==> src/rtl/z_core_arb_pkg.sv <==
// Shared types and constants for the Z-Core two-port memory arbiter.
package z_core_arb_pkg;

    localparam int unsigned DEF_ADDR_W = 32;
    localparam int unsigned DEF_DATA_W = 32;

    localparam logic [1:0] ST_IDLE   = 2'd0;
    localparam logic [1:0] ST_ACCESS = 2'd1;
    localparam logic [1:0] ST_RESP   = 2'd2;

    localparam logic PORT_CORE = 1'b0;
    localparam logic PORT_AUX  = 1'b1;

    typedef enum logic [1:0] {
        IDLE   = ST_IDLE,
        ACCESS = ST_ACCESS,
        RESP   = ST_RESP
    } arb_state_e;

    // One-hot per-port strobe for the given port index.
    function automatic logic [1:0] port_onehot(input logic port);
        return port ? 2'b10 : 2'b01;
    endfunction

endpackage

==> src/rtl/z_core_mem_arbiter_if.sv <==
// Requester-side req/gnt/done bus of the Z-Core memory arbiter.
interface z_core_mem_arbiter_if
    import z_core_arb_pkg::*;
#(
    parameter int unsigned ADDR_W = DEF_ADDR_W,
    parameter int unsigned DATA_W = DEF_DATA_W
);
    logic              req;
    logic              we;
    logic [ADDR_W-1:0] addr;
    logic [DATA_W-1:0] wdata;
    logic              gnt;
    logic              done;
    logic [DATA_W-1:0] rdata;

    modport master (output req, we, addr, wdata, input gnt, done, rdata);
    modport slave  (input req, we, addr, wdata, output gnt, done, rdata);
endinterface

==> src/rtl/z_core_arb_pick.sv <==
// Combinational 2-way winner selector.
// Tie policy: round-robin against `last` when Z_CORE_ARB_RR_EN is defined,
// otherwise fixed priority with the core port winning every tie.
module z_core_arb_pick
    import z_core_arb_pkg::*;
(
    input  logic [1:0] req,
    input  logic       last,
    output logic       valid,
    output logic       winner
);

    logic tie_winner_c;

`ifdef Z_CORE_ARB_RR_EN
    assign tie_winner_c = ~last;
`else
    logic unused_last;
    assign unused_last  = last;
    assign tie_winner_c = PORT_CORE;
`endif

    // A lone requester always wins; a tie is resolved by the policy above.
    always_comb begin
        valid  = |req;
        winner = PORT_CORE;
        case (req)
            2'b10:   winner = PORT_AUX;
            2'b11:   winner = tie_winner_c;
            default: winner = PORT_CORE;
        endcase
    end

endmodule

==> src/rtl/z_core_mem_arbiter.sv <==
// Shares the single-port Z-Core SRAM between the core (m0) and an auxiliary
// requester (m1). Each grant drives the memory for one cycle; done/rdata
// follow one cycle later while the next arbitration already runs.
// Optional macro Z_CORE_ARB_RR_EN selects round-robin tie breaking.
module z_core_mem_arbiter
    import z_core_arb_pkg::*;
#(
    parameter int unsigned ADDR_W = DEF_ADDR_W,
    parameter int unsigned DATA_W = DEF_DATA_W
)
(
    input  logic                clk,
    input  logic                rst_n,
    z_core_mem_arbiter_if.slave m0,
    z_core_mem_arbiter_if.slave m1,
    output logic                mem_en,
    output logic                mem_write_en,
    output logic [ADDR_W-1:0]   mem_addr,
    output logic [DATA_W-1:0]   mem_data_out,
    input  logic [DATA_W-1:0]   mem_data_in
);

    arb_state_e        state_q, state_d;
    logic              owner_q, owner_d;
    logic              last_q, last_d;
    logic              we_q, we_d;
    logic [ADDR_W-1:0] addr_q, addr_d;
    logic [DATA_W-1:0] wdata_q, wdata_d;
    logic [1:0]        gnt_q, gnt_d;
    logic [1:0]        done_q, done_d;
    logic              mem_en_q, mem_en_d;
    logic              mem_we_q, mem_we_d;

    logic              pick_valid_c;
    logic              pick_winner_c;

    z_core_arb_pick u_pick (
        .req    ({m1.req, m0.req}),
        .last   (last_q),
        .valid  (pick_valid_c),
        .winner (pick_winner_c)
    );

    // Next state, command latch and next-cycle strobes.
    always_comb begin
        state_d = state_q;
        owner_d = owner_q;
        last_d  = last_q;
        we_d    = we_q;
        addr_d  = addr_q;
        wdata_d = wdata_q;

        case (state_q)
            IDLE, RESP: begin
                // Requests seen in RESP are already new ones.
                if (pick_valid_c) begin
                    state_d = ACCESS;
                    owner_d = pick_winner_c;
                    last_d  = pick_winner_c;
                    if (pick_winner_c == PORT_AUX) begin
                        we_d    = m1.we;
                        addr_d  = m1.addr;
                        wdata_d = m1.wdata;
                    end else begin
                        we_d    = m0.we;
                        addr_d  = m0.addr;
                        wdata_d = m0.wdata;
                    end
                end else begin
                    state_d = IDLE;
                end
            end
            ACCESS:  state_d = RESP;
            default: state_d = IDLE;
        endcase

        mem_en_d = (state_d == ACCESS);
        mem_we_d = (state_d == ACCESS) && we_d;
        gnt_d    = (state_d == ACCESS) ? port_onehot(owner_d) : 2'b00;
        done_d   = (state_d == RESP)   ? port_onehot(owner_d) : 2'b00;
    end

    // State and registered outputs; reset abandons any in-flight access.
    always_ff @(posedge clk or negedge rst_n) begin
        if (!rst_n) begin
            state_q  <= IDLE;
            owner_q  <= PORT_CORE;
            last_q   <= PORT_AUX;
            we_q     <= 1'b0;
            addr_q   <= '0;
            wdata_q  <= '0;
            gnt_q    <= 2'b00;
            done_q   <= 2'b00;
            mem_en_q <= 1'b0;
            mem_we_q <= 1'b0;
        end else begin
            state_q  <= state_d;
            owner_q  <= owner_d;
            last_q   <= last_d;
            we_q     <= we_d;
            addr_q   <= addr_d;
            wdata_q  <= wdata_d;
            gnt_q    <= gnt_d;
            done_q   <= done_d;
            mem_en_q <= mem_en_d;
            mem_we_q <= mem_we_d;
        end
    end

    assign mem_en       = mem_en_q;
    assign mem_write_en = mem_we_q;
    assign mem_addr     = addr_q;
    assign mem_data_out = wdata_q;

    assign m0.gnt  = gnt_q[0];
    assign m1.gnt  = gnt_q[1];
    assign m0.done = done_q[0];
    assign m1.done = done_q[1];

    // SRAM data arrives in the RESP cycle, so it is steered rather than re-registered.
    assign m0.rdata = done_q[0] ? mem_data_in : '0;
    assign m1.rdata = done_q[1] ? mem_data_in : '0;

endmodule

==> src/flat_wrapper.sv <==
// flat-port wrapper written by rule: the top's interface ports become plain ports
module z_core_mem_arbiter_flat import z_core_arb_pkg::*;
#(
    parameter int unsigned ADDR_W = DEF_ADDR_W,
    parameter int unsigned DATA_W = DEF_DATA_W
)
  (clk, rst_n, mem_en, mem_write_en, mem_addr, mem_data_out, mem_data_in, m0_req, m0_we, m0_addr, m0_wdata, m0_gnt, m0_done, m0_rdata, m1_req, m1_we, m1_addr, m1_wdata, m1_gnt, m1_done, m1_rdata);
  z_core_mem_arbiter_if #(.ADDR_W(ADDR_W), .DATA_W(DATA_W)) m0_i ();
  z_core_mem_arbiter_if #(.ADDR_W(ADDR_W), .DATA_W(DATA_W)) m1_i ();
  input  logic clk;
  input  logic rst_n;
  output logic mem_en;
  output logic mem_write_en;
  output logic [ADDR_W-1:0] mem_addr;
  output logic [DATA_W-1:0] mem_data_out;
  input  logic [DATA_W-1:0] mem_data_in;
  input wire logic [$bits(m0_i.req)-1:0] m0_req;
  input wire logic [$bits(m0_i.we)-1:0] m0_we;
  input wire logic [$bits(m0_i.addr)-1:0] m0_addr;
  input wire logic [$bits(m0_i.wdata)-1:0] m0_wdata;
  output wire logic [$bits(m0_i.gnt)-1:0] m0_gnt;
  output wire logic [$bits(m0_i.done)-1:0] m0_done;
  output wire logic [$bits(m0_i.rdata)-1:0] m0_rdata;
  input wire logic [$bits(m1_i.req)-1:0] m1_req;
  input wire logic [$bits(m1_i.we)-1:0] m1_we;
  input wire logic [$bits(m1_i.addr)-1:0] m1_addr;
  input wire logic [$bits(m1_i.wdata)-1:0] m1_wdata;
  output wire logic [$bits(m1_i.gnt)-1:0] m1_gnt;
  output wire logic [$bits(m1_i.done)-1:0] m1_done;
  output wire logic [$bits(m1_i.rdata)-1:0] m1_rdata;
  assign m0_i.req = m0_req;
  assign m0_i.we = m0_we;
  assign m0_i.addr = m0_addr;
  assign m0_i.wdata = m0_wdata;
  assign m0_gnt = m0_i.gnt;
  assign m0_done = m0_i.done;
  assign m0_rdata = m0_i.rdata;
  assign m1_i.req = m1_req;
  assign m1_i.we = m1_we;
  assign m1_i.addr = m1_addr;
  assign m1_i.wdata = m1_wdata;
  assign m1_gnt = m1_i.gnt;
  assign m1_done = m1_i.done;
  assign m1_rdata = m1_i.rdata;
  z_core_mem_arbiter #(.ADDR_W(ADDR_W), .DATA_W(DATA_W)) u_core (.clk(clk), .rst_n(rst_n), .m0(m0_i), .m1(m1_i), .mem_en(mem_en), .mem_write_en(mem_write_en), .mem_addr(mem_addr), .mem_data_out(mem_data_out), .mem_data_in(mem_data_in));
endmodule
==> config.mk <==
export PLATFORM = sky130hd
export DESIGN_NAME = z_core_mem_arbiter_flat
export DESIGN_NICKNAME = d
export VERILOG_FILES = /design/src/rtl/z_core_arb_pkg.sv /design/src/rtl/z_core_mem_arbiter_if.sv /design/src/rtl/z_core_arb_pick.sv /design/src/rtl/z_core_mem_arbiter.sv /design/src/flat_wrapper.sv
export SDC_FILE = /design/constraint.sdc
export NUM_CORES = 1
export LEC_CHECK = 0
export CORE_AREA = 2 2 115 117
export CTS_CLUSTER_SIZE = 16
export DETAILED_ROUTE_END_ITERATION = 8
export DIE_AREA = 0 0 117 119
export PLACE_DENSITY = 0.78
export REMOVE_ABC_BUFFERS = 1
export SLEW_MARGIN = 20
export SYNTH_ARGS = -nofsm -noshare
export SYNTH_HDL_FRONTEND = slang
export SYNTH_SLANG_ARGS = --single-unit
export TNS_END_PERCENT = 5
==> constraint.sdc <==
create_clock -name clk -period 3.2 [get_ports clk]
set_clock_uncertainty 0.15 [all_clocks]
set_input_delay 0.64 -clock clk [delete_from_list [all_inputs] [get_ports clk]]
set_output_delay 0.64 -clock clk [all_outputs]
set_load 0.01 [all_outputs]
==> impl_metrics.prom, run 1 <==
# TYPE chip_impl_metric gauge
chip_impl_info{name="status",value="completed"} 1
chip_impl_metric{name="drv_slew",unit=""} 0
chip_impl_metric{name="tightest_slew",unit="ns"} 0.712
chip_impl_metric{name="timing.critical_path.slowest_cell_delay",unit="ns"} 0.57
chip_impl_metric{name="setup_violations",unit=""} 0
chip_impl_metric{name="final_hold_vio_count",unit=""} 0
chip_impl_metric{name="drt_first_pass_iters",unit=""} 4
chip_impl_info{name="crit-reg2reg-capture",value="u_core.mem_data_out[21]$_DFFE_PN0P_"} 1
chip_impl_metric{name="relSlewSlack",unit="%"} 52.6
chip_impl_metric{name="cts-buffers-inserted",unit=""} 9
chip_impl_metric{name="pin_count_of_the_biggest_net_entering_global_routing",unit=""} 65
chip_impl_info{name="end_kind",value="output port"} 1
chip_impl_metric{name="die_width",unit="um"} 117
chip_impl_metric{name="synthToLayoutAreaGrowth",unit="%"} 77.6
chip_impl_metric{name="postSynthRegisterBits",unit=""} 73
chip_impl_metric{name="finalWeightedCongestion",unit=""} 0.785
chip_impl_metric{name="asyncSetResetFlopFracSynth",unit="%"} 100
chip_impl_metric{name="antenna_left",unit=""} 0
chip_impl_metric{name="detail_route.drc_violations",unit=""} 0
chip_impl_metric{name="post-route-cell-area",unit="um2"} 7650
chip_impl_metric{name="critPathArrivalTime",unit="ns"} 1.91
chip_impl_metric{name="routed_wirelength",unit="um"} 15100
chip_impl_metric{name="drv.max_cap_violation_count",unit=""} 0
chip_impl_metric{name="period_share",unit="%"} 84.2
chip_impl_metric{name="total_number_of_vias",unit=""} 4521
chip_impl_metric{name="power.total",unit="mW"} 3.59
chip_impl_info{name="path_common_cell",value="clkdlybuf4s50_1"} 1
chip_impl_metric{name="netlist.area_leader.share",unit="%"} 42.4
chip_impl_info{name="yosys.area.top_type",value="dfrtp_1"} 1
chip_impl_metric{name="fillerInstances",unit=""} 1123
chip_impl_metric{name="worst_path_fanout_max",unit=""} 2
chip_impl_info{name="yosys-top-cells-area",value="dfrtp_1 (42%), nor3_1 (12%), nor2b_1 (10%)"} 1
chip_impl_info{name="timing.setup.critical_path_class",value="in -> out"} 1
chip_impl_info{name="tritoncts",value="yes"} 1
chip_impl_metric{name="drt-initial-drc-count",unit=""} 126
chip_impl_info{name="critical_path.cell_chain",value="clkdlybuf4s50_1 > and2_1 > clkdlybuf4s50_1"} 1
chip_impl_metric{name="design.portCount",unit=""} 300
chip_impl_metric{name="clock_sinks",unit=""} 73
chip_impl_metric{name="coreArea",unit="um2"} 12900
chip_impl_metric{name="syn_avg_cell_area",unit="um2"} 9.53
chip_impl_metric{name="routedWlPerCell",unit="um"} 16.6
chip_impl_metric{name="dp_hpwl",unit="um"} 11200
chip_impl_metric{name="dieHeight",unit="um"} 119
chip_impl_metric{name="synth-warning-count",unit=""} 0
chip_impl_info{name="rsz0062_at_grt",value="no"} 1
chip_impl_metric{name="final_cell_count_no_fill",unit=""} 908
chip_impl_metric{name="worst_skew_pair.late_latency",unit="ns"} 0.33
chip_impl_metric{name="synth-edff-count",unit=""} 0
chip_impl_info{name="root_buffer",value="clkbuf_16"} 1
chip_impl_metric{name="post_synthesis_sequential_area_ratio",unit="%"} 42.4
chip_impl_metric{name="grt_pass1_wl",unit="um"} 23300
chip_impl_metric{name="worst-r2r-cell-count",unit=""} 4
chip_impl_metric{name="p_leak",unit="nW"} 2.82
chip_impl_metric{name="routed_via_density",unit=""} 4.98
chip_impl_metric{name="max_freq",unit="GHz"} 0.371
chip_impl_metric{name="cts-htree-levels",unit=""} 3
chip_impl_metric{name="grt.overflow.total",unit=""} 0
chip_impl_metric{name="clock_path_buffers",unit=""} 2
chip_impl_metric{name="final-seq-area",unit="um2"} 1830
chip_impl_metric{name="yosys.cell_types.count",unit=""} 18
chip_impl_metric{name="dp.cells",unit=""} 892
chip_impl_metric{name="postPlaceCellArea",unit="um2"} 7370
chip_impl_metric{name="netlist_instances",unit=""} 452
chip_impl_metric{name="share_of_post_route_cells_with_drive_strength_above_1",unit="%"} 10.9
chip_impl_info{name="worstSetupStartpointType",value="input pin"} 1
chip_impl_metric{name="min_period",unit="ns"} 2.70
chip_impl_metric{name="worst-r2r-setup-slack",unit="ns"} 1.21
chip_impl_metric{name="post_cts.resized_instances",unit=""} 0
chip_impl_metric{name="first_global_vias",unit=""} 4591
chip_impl_metric{name="grt_use_total",unit="%"} 21.5
chip_impl_metric{name="cts_setup_buffers",unit=""} 0
chip_impl_metric{name="io_buffers",unit=""} 299
chip_impl_metric{name="clk_transition_reported_paths",unit="ns"} 0.06
chip_impl_metric{name="cell_area_after_synthesis",unit="um2"} 4310
chip_impl_metric{name="final_net_count",unit=""} 893
chip_impl_info{name="synth_ff_type",value="dfrtp_1"} 1
chip_impl_metric{name="multi_input_comb_area",unit="um2"} 2240
chip_impl_info{name="regToRegStartpoint",value="u_core.state_q[0]$_DFF_PN0_"} 1
chip_impl_metric{name="start_util",unit="%"} 33.4
chip_impl_metric{name="antenna_violations_before_repair",unit=""} 1
chip_impl_metric{name="required",unit="ns"} 2.41
chip_impl_metric{name="finalHoldWorstSlack",unit="ns"} 0.212
chip_impl_metric{name="power_density",unit="nW/um2"} 469
chip_impl_metric{name="rows",unit=""} 42
chip_impl_info{name="synth_most_common_cell",value="nor3_1"} 1
chip_impl_metric{name="cts_stage_hold_buffer_count",unit=""} 0
chip_impl_metric{name="fp.dieArea",unit="um2"} 13900
chip_impl_info{name="holdCritPathClass",value="in -> async"} 1
chip_impl_info{name="synthTopCellsByCount",value="nor3_1 (101), dfrtp_1 (73), nor2b_1 (70), and2_1 (65), o22ai_1 (37)"} 1
chip_impl_metric{name="vdd_ir_drop_max",unit="mV"} 0.218
chip_impl_info{name="crit_path_top_delay_cell",value="clkdlybuf4s50_1"} 1
[sequential cells by signal, indices dropped and copies added, names as in the netlist]
signal and cells:
u_core.mem_en 1, u_core.done_q 2, u_core.mem_write_en 1, u_core.mem_data_out 32, u_core.owner_q 1, u_core.state_q 2
u_core.gnt_q 2, u_core.mem_addr 32
[report_power, final]
group	switching (mW)	total (mW)	internal [mW]
clock network	0.368	0.963	0.595
logic	0.514	1.32	0.807
registers	0.195	1.30	1.11
total	1.08	3.59	2.51
[cell type report]
cell class | count | area share [%]
diodes | 1 | 0.0327
clock buffers | 11 | 3.04
clock inverters | 4 | 0.589
multi-input cells | 335 | 29.3
well taps | 176 | 2.88
repair buffers | 307 | 40.2
inverters | 1 | 0.0491
flip-flops and latches | 73 | 23.9
[worst max-delay path by stage]
stage / to / startpoint / cells after the start
after floorplan: u_core.mem_addr[0]$_DFFE_PN0P_ / u_core.state_q[0]$_DFF_PN0_ / 3
after global placement: m0_rdata[27] / mem_data_in[27] / 3
after detailed placement: m0_rdata[27] / mem_data_in[27] / 3
after CTS: m0_rdata[29] / u_core.done_q[0]$_DFF_PN0_ / 2
after global routing: m0_rdata[2] / u_core.done_q[0]$_DFF_PN0_ / 2
final: m0_rdata[27] / mem_data_in[27] / 3
[cell families (layout without fill, tap and decap cells)]
group	count (synthesis)	count (layout)	synth area share (%)
and+or+nand+nor	270	270	38.5
DFF	73	73	42.4
AOI/OAI and AO/OA	65	65	13.3
buffers and inverters	44	323	5.75
other	0	1	0
[through the flow]
stage          setup slack (ns)  setup TNS, ns  utilization (%)
2_1_floorplan             -1.12         -73.03                -
3_3_place_gp              0.495              0             57.2
3_5_place_dp              0.492              0             57.2
4_1_cts                   0.456              0             59.4
5_1_grt                   0.368              0             59.4
6_report                  0.505              0             59.4
[worst max-delay path: cells and delay by family]
kind                   cells  cell delay (ns)
buffers and inverters      2             1.10
AND/OR/NAND/NOR            1             0.16
[layer usage]
| metal | wire, um | part of all wire [%] | track usage [%] |
|---|---|---|---|
| met3 | 1420 | 9.4 | 7.43 |
| met5 | 0 | 0 | 0 |
| met4 | 484 | 3.2 | 8.60 |
| met1 | 5640 | 37 | 23.7 |
| met2 | 7560 | 50 | 37.2 |
[layout by cell type, fill, tap and decap left out, types with 2 or more instances in the layout]
cell             netlist  final
nor3_2                27     27
and2_1                65     65
clkbuf_16              0      9
nor2_1                 2      2
nor2b_1               70     70
clkdlybuf4s50_1        0    298
buf_12                 0      2
o22ai_1               37     37
buf_4                  4      7
clkbuf_1              20      2
dfrtp_1               73     72
clkinv_2               0      3
nor3_1               101    101
o22ai_2               27     27
nand2b_2               0      2
(Power assumes the default switching activity.)
==> run 2: changes to the inputs <==
- CORE_AREA: 2 2 115 117 -> 2 2 116 118
- DIE_AREA: 0 0 117 119 -> 0 0 118 120
- PLACE_DENSITY: 0.78 -> 0.77
- clock period: 3.2 -> 2.67 ns (I/O delays scaled with it)
==> run 2 against run 1 <==
Net effect:
- flip-flop and latch count is the same
- total power grew 24%
- hold slack gained 0.051 ns
- wire length grew 0.38%
- non-clock buffer count grew 7
- worst setup slack lost 0.24 ns
- global-route usage shrank 0.37 points
- final cell count grew 0.88%
- critical path depth is the same
- die area grew 1.7%
==> impl_metrics.prom, run 2 (synthesis gave the netlist of run 1 again) <==
# TYPE chip_impl_metric gauge
chip_impl_info{name="status",value="completed"} 1
chip_impl_metric{name="synthToLayoutAreaGrowth",unit="%"} 79.7
chip_impl_metric{name="tightest_slew",unit="ns"} 0.619
chip_impl_metric{name="power.total",unit="mW"} 4.44
chip_impl_info{name="rsz0062_at_grt",value="no"} 1
chip_impl_metric{name="detail_route.drc_violations",unit=""} 0
chip_impl_metric{name="routed_wirelength",unit="um"} 15200
chip_impl_info{name="root_buffer",value="clkbuf_16"} 1
chip_impl_metric{name="setup_violations",unit=""} 0
chip_impl_metric{name="drv_slew",unit=""} 0
chip_impl_metric{name="die_width",unit="um"} 118
chip_impl_metric{name="clock_sinks",unit=""} 73
chip_impl_metric{name="finalWeightedCongestion",unit=""} 0.885
chip_impl_metric{name="routedWlPerCell",unit="um"} 16.6
chip_impl_info{name="global_route.peak_usage_layer",value="met2"} 1
chip_impl_metric{name="grt.overflow.total",unit=""} 0
chip_impl_metric{name="p_leak",unit="nW"} 2.87
chip_impl_metric{name="worst_path_fanout_max",unit=""} 2
chip_impl_metric{name="routed_via_density",unit=""} 4.91
chip_impl_metric{name="io_buffers",unit=""} 299
chip_impl_info{name="holdCritPathClass",value="reg -> reg"} 1
chip_impl_metric{name="fp.dieArea",unit="um2"} 14200
chip_impl_info{name="end_kind",value="output port"} 1
chip_impl_metric{name="critPathArrivalTime",unit="ns"} 1.72
chip_impl_metric{name="min_period",unit="ns"} 2.41
chip_impl_metric{name="clock_path_buffers",unit=""} 2
chip_impl_info{name="regToRegStartpoint",value="u_core.state_q[0]$_DFF_PN0_"} 1
chip_impl_metric{name="groute.layer.met2.usage",unit="%"} 37.7
chip_impl_metric{name="globalRouteMet1Util",unit="%"} 23.0
chip_impl_metric{name="antenna_left",unit=""} 0
chip_impl_metric{name="post-route-cell-area",unit="um2"} 7740
chip_impl_metric{name="dp_hpwl",unit="um"} 11500
chip_impl_metric{name="worst-r2r-setup-slack",unit="ns"} 0.79
chip_impl_metric{name="relSlewSlack",unit="%"} 58.8
chip_impl_metric{name="fillerInstances",unit=""} 1116
chip_impl_metric{name="vdd_ir_drop_max",unit="mV"} 0.317
chip_impl_metric{name="power_density",unit="nW/um2"} 573
chip_impl_info{name="layout_commonest_cell",value="clkdlybuf4s50_1"} 1
chip_impl_metric{name="final_hold_vio_count",unit=""} 0
chip_impl_metric{name="cts-htree-levels",unit=""} 3
chip_impl_metric{name="drv.max_cap_violation_count",unit=""} 0
chip_impl_metric{name="dp.cells",unit=""} 898
chip_impl_metric{name="design.portCount",unit=""} 300
chip_impl_metric{name="first_global_vias",unit=""} 4595
chip_impl_metric{name="required",unit="ns"} 1.99
chip_impl_metric{name="postPlaceCellArea",unit="um2"} 7410
chip_impl_metric{name="clk_transition_reported_paths",unit="ns"} 0.06
chip_impl_metric{name="total_number_of_vias",unit=""} 4496
chip_impl_metric{name="worst_skew_pair.late_latency",unit="ns"} 0.32
chip_impl_metric{name="post_cts.resized_instances",unit=""} 0
chip_impl_metric{name="pin_count_of_the_biggest_net_entering_global_routing",unit=""} 48
chip_impl_metric{name="worst_slack",unit="ns"} 0.262
chip_impl_metric{name="rows",unit=""} 42
chip_impl_metric{name="share_of_post_route_cells_with_drive_strength_above_1",unit="%"} 11.6
chip_impl_metric{name="final_net_count",unit=""} 900
chip_impl_metric{name="final.setup.tns",unit="ns"} 0
chip_impl_info{name="timing.hold.worst.start",value="u_core.state_q[1]$_DFF_PN0_"} 1
chip_impl_info{name="timing.setup.critical_path_class",value="in -> out"} 1
chip_impl_metric{name="cts-buffers-inserted",unit=""} 9
chip_impl_metric{name="period_share",unit="%"} 90.2
chip_impl_info{name="worst_hold_path.endpoint",value="u_core.state_q[1]$_DFF_PN0_"} 1
chip_impl_metric{name="final_cell_count_no_fill",unit=""} 916
chip_impl_info{name="layout_common_cells",value="clkdlybuf4s50_1 (298), nor3_1 (101), dfrtp_1 (72), nor2b_1 (70), and2_1 (65)"} 1
chip_impl_metric{name="grt_use_total",unit="%"} 21.1
chip_impl_metric{name="antenna_violations_before_repair",unit=""} 1
chip_impl_metric{name="grt_pass1_wl",unit="um"} 23900
chip_impl_metric{name="coreArea",unit="um2"} 13000
chip_impl_info{name="tritoncts",value="yes"} 1
chip_impl_metric{name="grt.met3_usage",unit="%"} 7.46
chip_impl_metric{name="holdPathStages",unit=""} 1
chip_impl_metric{name="dieHeight",unit="um"} 120
chip_impl_metric{name="pre_cts_slack",unit="ns"} 0.248
chip_impl_metric{name="drt-initial-drc-count",unit=""} 122
chip_impl_metric{name="drt_first_pass_iters",unit=""} 4
chip_impl_metric{name="start_util",unit="%"} 33.2
chip_impl_metric{name="max_freq",unit="GHz"} 0.415
chip_impl_metric{name="worst-r2r-cell-count",unit=""} 4
chip_impl_info{name="crit-reg2reg-capture",value="u_core.mem_addr[9]$_DFFE_PN0P_"} 1
chip_impl_info{name="worstSetupStartpointType",value="input pin"} 1
[run 2: what timing repair did]
action | CTS | global route
endpoints found under the hold margin | 19 | 0
buffers inserted | 0 | 0
hold buffers | 1 | 0
[run 2: where the power goes]
group	internal, mW	switching, mW
clock network	0.843	0.440
logic	0.978	0.648
registers	1.33	0.201
[run 2: critical path, cell delays in order]
cell and delay [ns]:
clkdlybuf4s50_1 0.50, and2_1 0.15, clkdlybuf4s50_1 0.54
[run 2: through the flow]
step                      util [%]  hold slack (ns)
after CTS                     59.6            0.264
after detailed placement      57.1            0.255
after global routing          59.6            0.273
after global placement        57.1            0.251
final                         59.6            0.263
after floorplan                  -           0.0884
[run 2: worst max-delay path by stage]
stage,start,to,slack (ns)
2_1_floorplan,u_core.state_q[0]$_DFF_PN0_,u_core.mem_addr[0]$_DFFE_PN0P_,-1.65
3_3_place_gp,mem_data_in[23],m0_rdata[23],0.27
3_5_place_dp,mem_data_in[23],m0_rdata[23],0.25
4_1_cts,mem_data_in[23],m0_rdata[23],0.25
5_1_grt,mem_data_in[18],m0_rdata[18],0.22
6_report,mem_data_in[23],m0_rdata[23],0.26
[run 2: layer usage]
metal	part of all wire, %	routed length [um]	vias up
li1	-	-	2154
met4	2.7	403	0
met5	0	0	-
met1	39	5870	2114
met2	50	7580	202
met3	8.7	1310	26
[run 2: cell type report]
cell class	instances	area, um2	share of cell area (%)
repair buffers	314	3130	40.4
clock inverters	3	65.1	0.841
well taps	176	220	2.85
clock buffers	13	250	3.23
inverters	1	3.75	0.0485
multi-input cells	335	2240	28.9
diodes	1	2.50	0.0323
flip-flops and latches	73	1830	23.7
